<file path="config.mk">
export PLATFORM = sky130hd
export DESIGN_NAME = ccc_clk_seq
export DESIGN_NICKNAME = d
export VERILOG_FILES = /design/src/rtl/ccc_seq_pkg.sv /design/src/rtl/ccc_clk_en_div.sv /design/src/rtl/ccc_clk_seq.sv
export SDC_FILE = /design/constraint.sdc
export NUM_CORES = 1
export LEC_CHECK = 0
export ABC_AREA = 1
export CORE_MARGIN = 2
export CORE_UTILIZATION = 45
export CTS_CLUSTER_SIZE = 16
export DETAILED_ROUTE_END_ITERATION = 10
export PLACE_DENSITY = 0.62
export SYNTH_ARGS = -nofsm -noshare
export SYNTH_HDL_FRONTEND = slang
export SYNTH_HIERARCHICAL = 1
export SYNTH_SLANG_ARGS = --single-unit
</file>
<file path="constraint.sdc">
create_clock -name FAB_CLK -period 2.6 [get_ports FAB_CLK]
set_clock_uncertainty 0.1 [all_clocks]
set_input_delay 0.52 -clock FAB_CLK [delete_from_list [all_inputs] [get_ports FAB_CLK]]
set_output_delay 0.52 -clock FAB_CLK [all_outputs]
set_load 0.005 [all_outputs]
</file>
<file path="src/rtl/ccc_seq_pkg.sv">
// Shared types and sizing helpers for the fabric clock sequencer.
package ccc_seq_pkg;

  typedef enum logic [1:0] {
    ST_IDLE    = 2'b00,
    ST_FILTER  = 2'b01,
    ST_RELEASE = 2'b10,
    ST_RUN     = 2'b11
  } state_e;

  localparam int unsigned LOSS_W = 8;

  // Bits needed to hold 0..max_val (never less than one bit).
  function automatic int unsigned cnt_w(input int unsigned max_val);
    return (max_val < 1) ? 1 : $clog2(max_val + 1);
  endfunction

  function automatic int unsigned filt_w(input int unsigned lock_filt);
    return cnt_w(lock_filt - 1);
  endfunction

  function automatic int unsigned rel_w(input int unsigned num_ch, input int unsigned stagger);
    return cnt_w((num_ch - 1) * stagger);
  endfunction

endpackage

</file>
<file path="src/rtl/ccc_clk_en_div.sv">
// One channel of the enable divider: shadow divisor, active divisor, counter and registered strobe.
module ccc_clk_en_div #(
  parameter int unsigned DIV_W = 8
) (
  input  logic             FAB_CLK,
  input  logic             RESET_N,
  input  logic             ch_run,
  input  logic             load,
  input  logic [DIV_W-1:0] val,
  output logic             en
);

  logic [DIV_W-1:0] shadow;
  logic [DIV_W-1:0] active;
  logic [DIV_W-1:0] cnt;
  logic [DIV_W-1:0] div_eff;
  logic [DIV_W-1:0] next_div;
  logic             wrap;

  // A programmed divisor of 0 behaves as 1.
  assign div_eff  = (active == '0) ? DIV_W'(1) : active;
  assign wrap     = (cnt == (div_eff - DIV_W'(1)));
  // A load coinciding with the wrap governs the very next period.
  assign next_div = load ? val : shadow;

  always_ff @(posedge FAB_CLK or negedge RESET_N) begin
    if (!RESET_N) begin
      shadow <= '0;
      active <= '0;
      cnt    <= '0;
      en     <= 1'b0;
    end else begin
      if (load) begin
        shadow <= val;
      end
      if (!ch_run) begin
        cnt    <= '0;
        en     <= 1'b0;
        active <= next_div;
      end else if (wrap) begin
        cnt    <= '0;
        en     <= 1'b1;
        active <= next_div;
      end else begin
        cnt    <= cnt + DIV_W'(1);
        en     <= 1'b0;
      end
    end
  end

endmodule

</file>
<file path="src/rtl/ccc_clk_seq.sv">
// Fabric clock sequencer: lock qualification, staggered channel reset release, per-channel enables.
// Optional lock-loss counter enabled by defining LOCK_LOSS_CNT_EN.
module ccc_clk_seq
  import ccc_seq_pkg::*;
#(
  parameter  int unsigned NUM_CH      = 3,
  parameter  int unsigned DIV_W       = 8,
  parameter  int unsigned LOCK_FILT   = 16,
  parameter  int unsigned RST_STAGGER = 4,
  localparam int unsigned CH_W        = (NUM_CH > 1) ? $clog2(NUM_CH) : 1
) (
  input  logic              FAB_CLK,
  input  logic              RESET_N,
  input  logic              LOCK_IN,
  input  logic              DIV_LOAD,
  input  logic [CH_W-1:0]   DIV_CH,
  input  logic [DIV_W-1:0]  DIV_VAL,
  output logic [NUM_CH-1:0] CLK_EN,
  output logic [NUM_CH-1:0] CH_RST_N,
  output logic              LOCKED,
  output logic [1:0]        STATE,
  output logic [LOSS_W-1:0] LOSS_CNT
);

  localparam int unsigned FILT_W = filt_w(LOCK_FILT);
  localparam int unsigned REL_W  = rel_w(NUM_CH, RST_STAGGER);
  localparam logic [FILT_W-1:0] FILT_LAST = FILT_W'(LOCK_FILT - 1);
  localparam logic [REL_W-1:0]  REL_LAST  = REL_W'((NUM_CH - 1) * RST_STAGGER);

  logic              lock_m;
  logic              lock_s;
  state_e            state;
  state_e            state_nxt;
  logic [FILT_W-1:0] filt_cnt;
  logic [FILT_W-1:0] filt_nxt;
  logic [REL_W-1:0]  rel_cnt;
  logic [REL_W-1:0]  rel_nxt;
  logic [NUM_CH-1:0] ch_rst_n_q;
  logic [NUM_CH-1:0] ch_rst_n_nxt;
  logic              locked_q;
  logic              locked_nxt;
  logic [NUM_CH-1:0] ch_run;

  // Two-flop synchroniser for the asynchronous CCC lock.
  always_ff @(posedge FAB_CLK or negedge RESET_N) begin
    if (!RESET_N) begin
      lock_m <= 1'b0;
      lock_s <= 1'b0;
    end else begin
      lock_m <= LOCK_IN;
      lock_s <= lock_m;
    end
  end

  always_ff @(posedge FAB_CLK or negedge RESET_N) begin
    if (!RESET_N) begin
      state      <= ST_IDLE;
      filt_cnt   <= '0;
      rel_cnt    <= '0;
      ch_rst_n_q <= '0;
      locked_q   <= 1'b0;
    end else begin
      state      <= state_nxt;
      filt_cnt   <= filt_nxt;
      rel_cnt    <= rel_nxt;
      ch_rst_n_q <= ch_rst_n_nxt;
      locked_q   <= locked_nxt;
    end
  end

  // Next-state and next-output logic; losing lock anywhere drops straight to IDLE.
  always_comb begin
    state_nxt    = state;
    filt_nxt     = filt_cnt;
    rel_nxt      = rel_cnt;
    ch_rst_n_nxt = ch_rst_n_q;
    locked_nxt   = 1'b0;
    if (!lock_s) begin
      state_nxt    = ST_IDLE;
      filt_nxt     = '0;
      rel_nxt      = '0;
      ch_rst_n_nxt = '0;
    end else begin
      case (state)
        ST_IDLE: begin
          state_nxt = ST_FILTER;
          filt_nxt  = '0;
        end
        ST_FILTER: begin
          if (filt_cnt == FILT_LAST) begin
            state_nxt = ST_RELEASE;
            rel_nxt   = '0;
          end else begin
            filt_nxt = filt_cnt + FILT_W'(1);
          end
        end
        ST_RELEASE: begin
          for (int i = 0; i < NUM_CH; i++) begin
            if (rel_cnt == REL_W'(i * RST_STAGGER)) begin
              ch_rst_n_nxt[i] = 1'b1;
            end
          end
          if (rel_cnt == REL_LAST) begin
            state_nxt  = ST_RUN;
            locked_nxt = 1'b1;
          end else begin
            rel_nxt = rel_cnt + REL_W'(1);
          end
        end
        ST_RUN: begin
          locked_nxt = 1'b1;
        end
        default: begin
          state_nxt = ST_IDLE;
        end
      endcase
    end
  end

  // A channel counts only while out of reset now and after this edge, so CLK_EN drops with CH_RST_N.
  assign ch_run = ch_rst_n_q & ch_rst_n_nxt;

  for (genvar g = 0; g < NUM_CH; g++) begin : g_ch
    ccc_clk_en_div #(
      .DIV_W (DIV_W)
    ) u_div (
      .FAB_CLK (FAB_CLK),
      .RESET_N (RESET_N),
      .ch_run  (ch_run[g]),
      .load    (DIV_LOAD && (DIV_CH == CH_W'(g))),
      .val     (DIV_VAL),
      .en      (CLK_EN[g])
    );
  end

  assign CH_RST_N = ch_rst_n_q;
  assign LOCKED   = locked_q;
  assign STATE    = state;

`ifdef LOCK_LOSS_CNT_EN
  logic              loss_inc;
  logic [LOSS_W-1:0] loss_cnt;

  // Only losses after channels started releasing are counted; filter dropouts are not.
  assign loss_inc = !lock_s && ((state == ST_RELEASE) || (state == ST_RUN));

  always_ff @(posedge FAB_CLK or negedge RESET_N) begin
    if (!RESET_N) begin
      loss_cnt <= '0;
    end else if (loss_inc && (loss_cnt != {LOSS_W{1'b1}})) begin
      loss_cnt <= loss_cnt + LOSS_W'(1);
    end
  end

  assign LOSS_CNT = loss_cnt;
`else
  assign LOSS_CNT = '0;
`endif

endmodule

</file>
==> results of run 1 <==
## Yosys cell counts (all sizes together), types with 6 or more instances
library cell / number
a21oi: 6
buf: 18
dfrtp: 91
ha: 13
inv: 72
mux2: 24
nand2: 178
nand3: 68
nand4: 12
nor2: 63
o21ai: 11
or2: 10
xnor2: 9
xor2: 18
## area by class of cell
cell class / count / share of cell area (%)
sequential: 91 / 37.6
tap: 143 / 2.95
clock buffer: 10 / 3.94
inverter: 75 / 4.69
multi-input combinational: 435 / 42.6
clock inverter: 6 / 0.785
timing repair buffer: 51 / 7.39
## power by group
part	switching [W]	total [W]	internal [W]
registers	0.000145	0.00175	0.00161
clock network	0.000549	0.00123	0.000684
logic	0.000742	0.00129	0.000543
total	0.00144	0.00427	0.00283
## metrics by stage
stage | std cells | total power [W] | setup WS [ns] | util (%)
after detailed placement | 775 | 0.00296 | 0.102 | 49.0
after global placement | 775 | 0.00292 | 0.130 | 49.0
after CTS | 791 | 0.00421 | 0.0535 | 51.5
after global routing | 811 | 0.00458 | -0.0166 | 53.3
after floorplan | 618 | 0.00266 | 0.365 | -
final | 811 | 0.00427 | 0.202 | 53.3
## flip-flops by register name, indices dropped and copies added, names as in the netlist
signal,count
g_ch.u_div/active,24
g_ch.u_div/cnt,24
g_ch.u_div/shadow,24
filt_cnt,4
rel_cnt,4
CH_RST_N,3
g_ch.u_div/en,3
STATE,2
LOCKED,1
lock_m,1
lock_s,1
## critical path: cells and delay by family, from the launching register on
kind          cells  cell delay [ns]
buf+inv           3             0.17
flops             1             0.44
simple gates     14             1.37
fa+ha+maj         1             0.21
## worst max-delay path by stage
stage | start | endpoint | slack (ns) | depth (start not counted)
3_5_place_dp | g_ch[0].u_div/active[4] | g_ch[0].u_div/active[0] | 0.10 | 19
4_1_cts | g_ch[1].u_div/active[4] | g_ch[1].u_div/active[1] | 0.05 | 19
5_1_grt | g_ch[2].u_div/active[1] | g_ch[2].u_div/active[1] | -0.02 | 19
2_1_floorplan | g_ch[0].u_div/active[4] | g_ch[0].u_div/active[2] | 0.36 | 19
6_report | g_ch[1].u_div/active[4] | g_ch[1].u_div/cnt[0] | 0.20 | 18
3_3_place_gp | g_ch[1].u_div/active[4] | g_ch[1].u_div/active[3] | 0.13 | 19
## per-layer routing
| metal | vias to the layer above | GRT usage [%] | part of all wire [%] |
|---|---|---|---|
| met4 | 0 | 3.95 | 1.1 |
| met2 | 51 | 28.0 | 48 |
| met1 | 1873 | 23.2 | 48 |
| met5 | - | 0 | 0 |
| li1 | 2022 | - | - |
| met3 | 8 | 3.48 | 3.1 |
## kinds of logic (layout without fill, tap and decap cells)
group,after synthesis,after routing,share of synthesized area (%)
buf+inv,96,142,8.89
mux,24,24,5.18
fa+ha+maj,13,13,3.12
compound gates,18,18,1.77
other cells,1,8,0.0718
flops,91,91,43.6
simple gates,341,345,32.8
xor+xnor,27,27,4.53
## timing repair
item,4_1_cts,5_1_grt
setup endpoints to repair,0,36
buffers inserted,0,16
resized for setup,0,8
==> results.txt, run 1 <==
Status = finished clean
Placer Congestion = 0.808
WP data required = 2.72 ns
Drt drc = 0
Wire per inst = 12.6 um
Core Rows = 39
Mapped Area = 5220 um2
Root Buffer = clkbuf_16
Slew Limit Fails = 0
Post-synth EDFFs = 0
Synth area leaders = dfrtp_1, nand2_1, nand3_1, mux2_2, inv_1
Synth-to-Final Area Change = 16.1%
Antenna-violating nets left = 0
Final setup viols = 0
Global-route wire length before repair = 17600 um
Post-synth top area share = 43.6%
Clock Pin Slew Worst Setup and Hold Paths = 0.06 ns
Final WL = 10200 um
Highest-count cells in the layout ignoring fill and taps = nand2_1, dfrtp_1, nand3_1
Peak VDD IR = 0.334 mV
Syn Inst Count = 611
Hold/Removal Path Class = input port to async pin
# diodes = 0
Inserted Clock Buffers = 9
Max Clk Rate = 0.417 GHz
Largest net degree at the start of global routing = 42
CTS sink count = 91
# H-tree levels = 3
Yosys cell types = 35
Post-Syn Area per Cell = 8.55 um2
Port Buf Inserts = 22
Drt pass-1 iters = 4
Critical path's slowest cell = dfrtp_2
Setup TNS = 0 ns
Setup crit end kind = flip-flop
Slew headroom = 62.1%
Largest stage delay, worst path = 0.44 ns
Seq. cell area = 2280 um2
Post-CTS Hold Buffers = 0
RSZ-0062 raised after global routing = true
Post-layout minimum cycle time = 2.40 ns
CORE AREA = 11400 um2
YS warnings = 6
Lkg Pwr = 2.96 nW
GRT Residual Overflow = 0
Die width = 112 um
Post-route cell area = 6060 um2
DP Area = 5570 um2
Crit Path Max Fanout = 7
Worst path arrival time = 2.52 ns
Largest area contributor in the netlist = dfrtp_1
Worst-Skew Late Latency = 0.34 ns
TritonCTS clock tree = done
DP Wirelength = 7350 um
Worst path cell trace = inv_2, nand2_2, nor2_4, nand2_4, nand2_2, inv_1, ha_2, or2_1, nand2_1, nand2_1, nand2_1, nand2_1, clkinv_1, nand2_2, nor2_4, nand3_4, nand2_4, nor2_1
Seq/Total Area, Yosys = 43.6%
Top_reg_cell synth = dfrtp_1
Top Ports = 31
Nets = 690
RR Endpoint = g_ch[1].u_div/cnt[0]
Vias per cell = 4.88
Cell mode on critical path = nand2_1
Initial Util = 45.9%
FILL cells = 1056
FF-to-FF Start = g_ch[1].u_div/active[4]
Die area = 12500 um2
R2R depth = 18
Initial antenna violation count = 0
Number of global-route vias before repair = 3839
Most common library cell in the layout ignoring fill and taps = nand2_1
Combined area of the multi-input logic cells = 2580 um2
Critical path class = flip-flop to flip-flop
Fin Hold WS = 0.0617 ns
Final hold vios = 0
Setup slack, reg-to-reg = 0.20 ns
Async set or reset register ratio after synthesis = 100%
Clock tree buffer depth = 2
P per Cell Area = 705 nW/um2
Seq cells post-synth = 91
Worst-margin pin slew = 0.568 ns
CP startpoint kind = flip-flop
DRT iter0 DRCs = 267
GRT Overall Usage = 17.0%
Max-Cap Viols = 0
Via count = 3954
Y dimension of the die = 112 um
Share of cells above drive strength 1 = 23.8%
Fin crit share = 92.2%
(Power assumes the default switching activity.)
==> run 2, diff against run 1 <==
Settings changed: CAP_MARGIN set to 20.
==> results of run 2 <==
Final layout, timing and power as in run 1 (identical DEF).
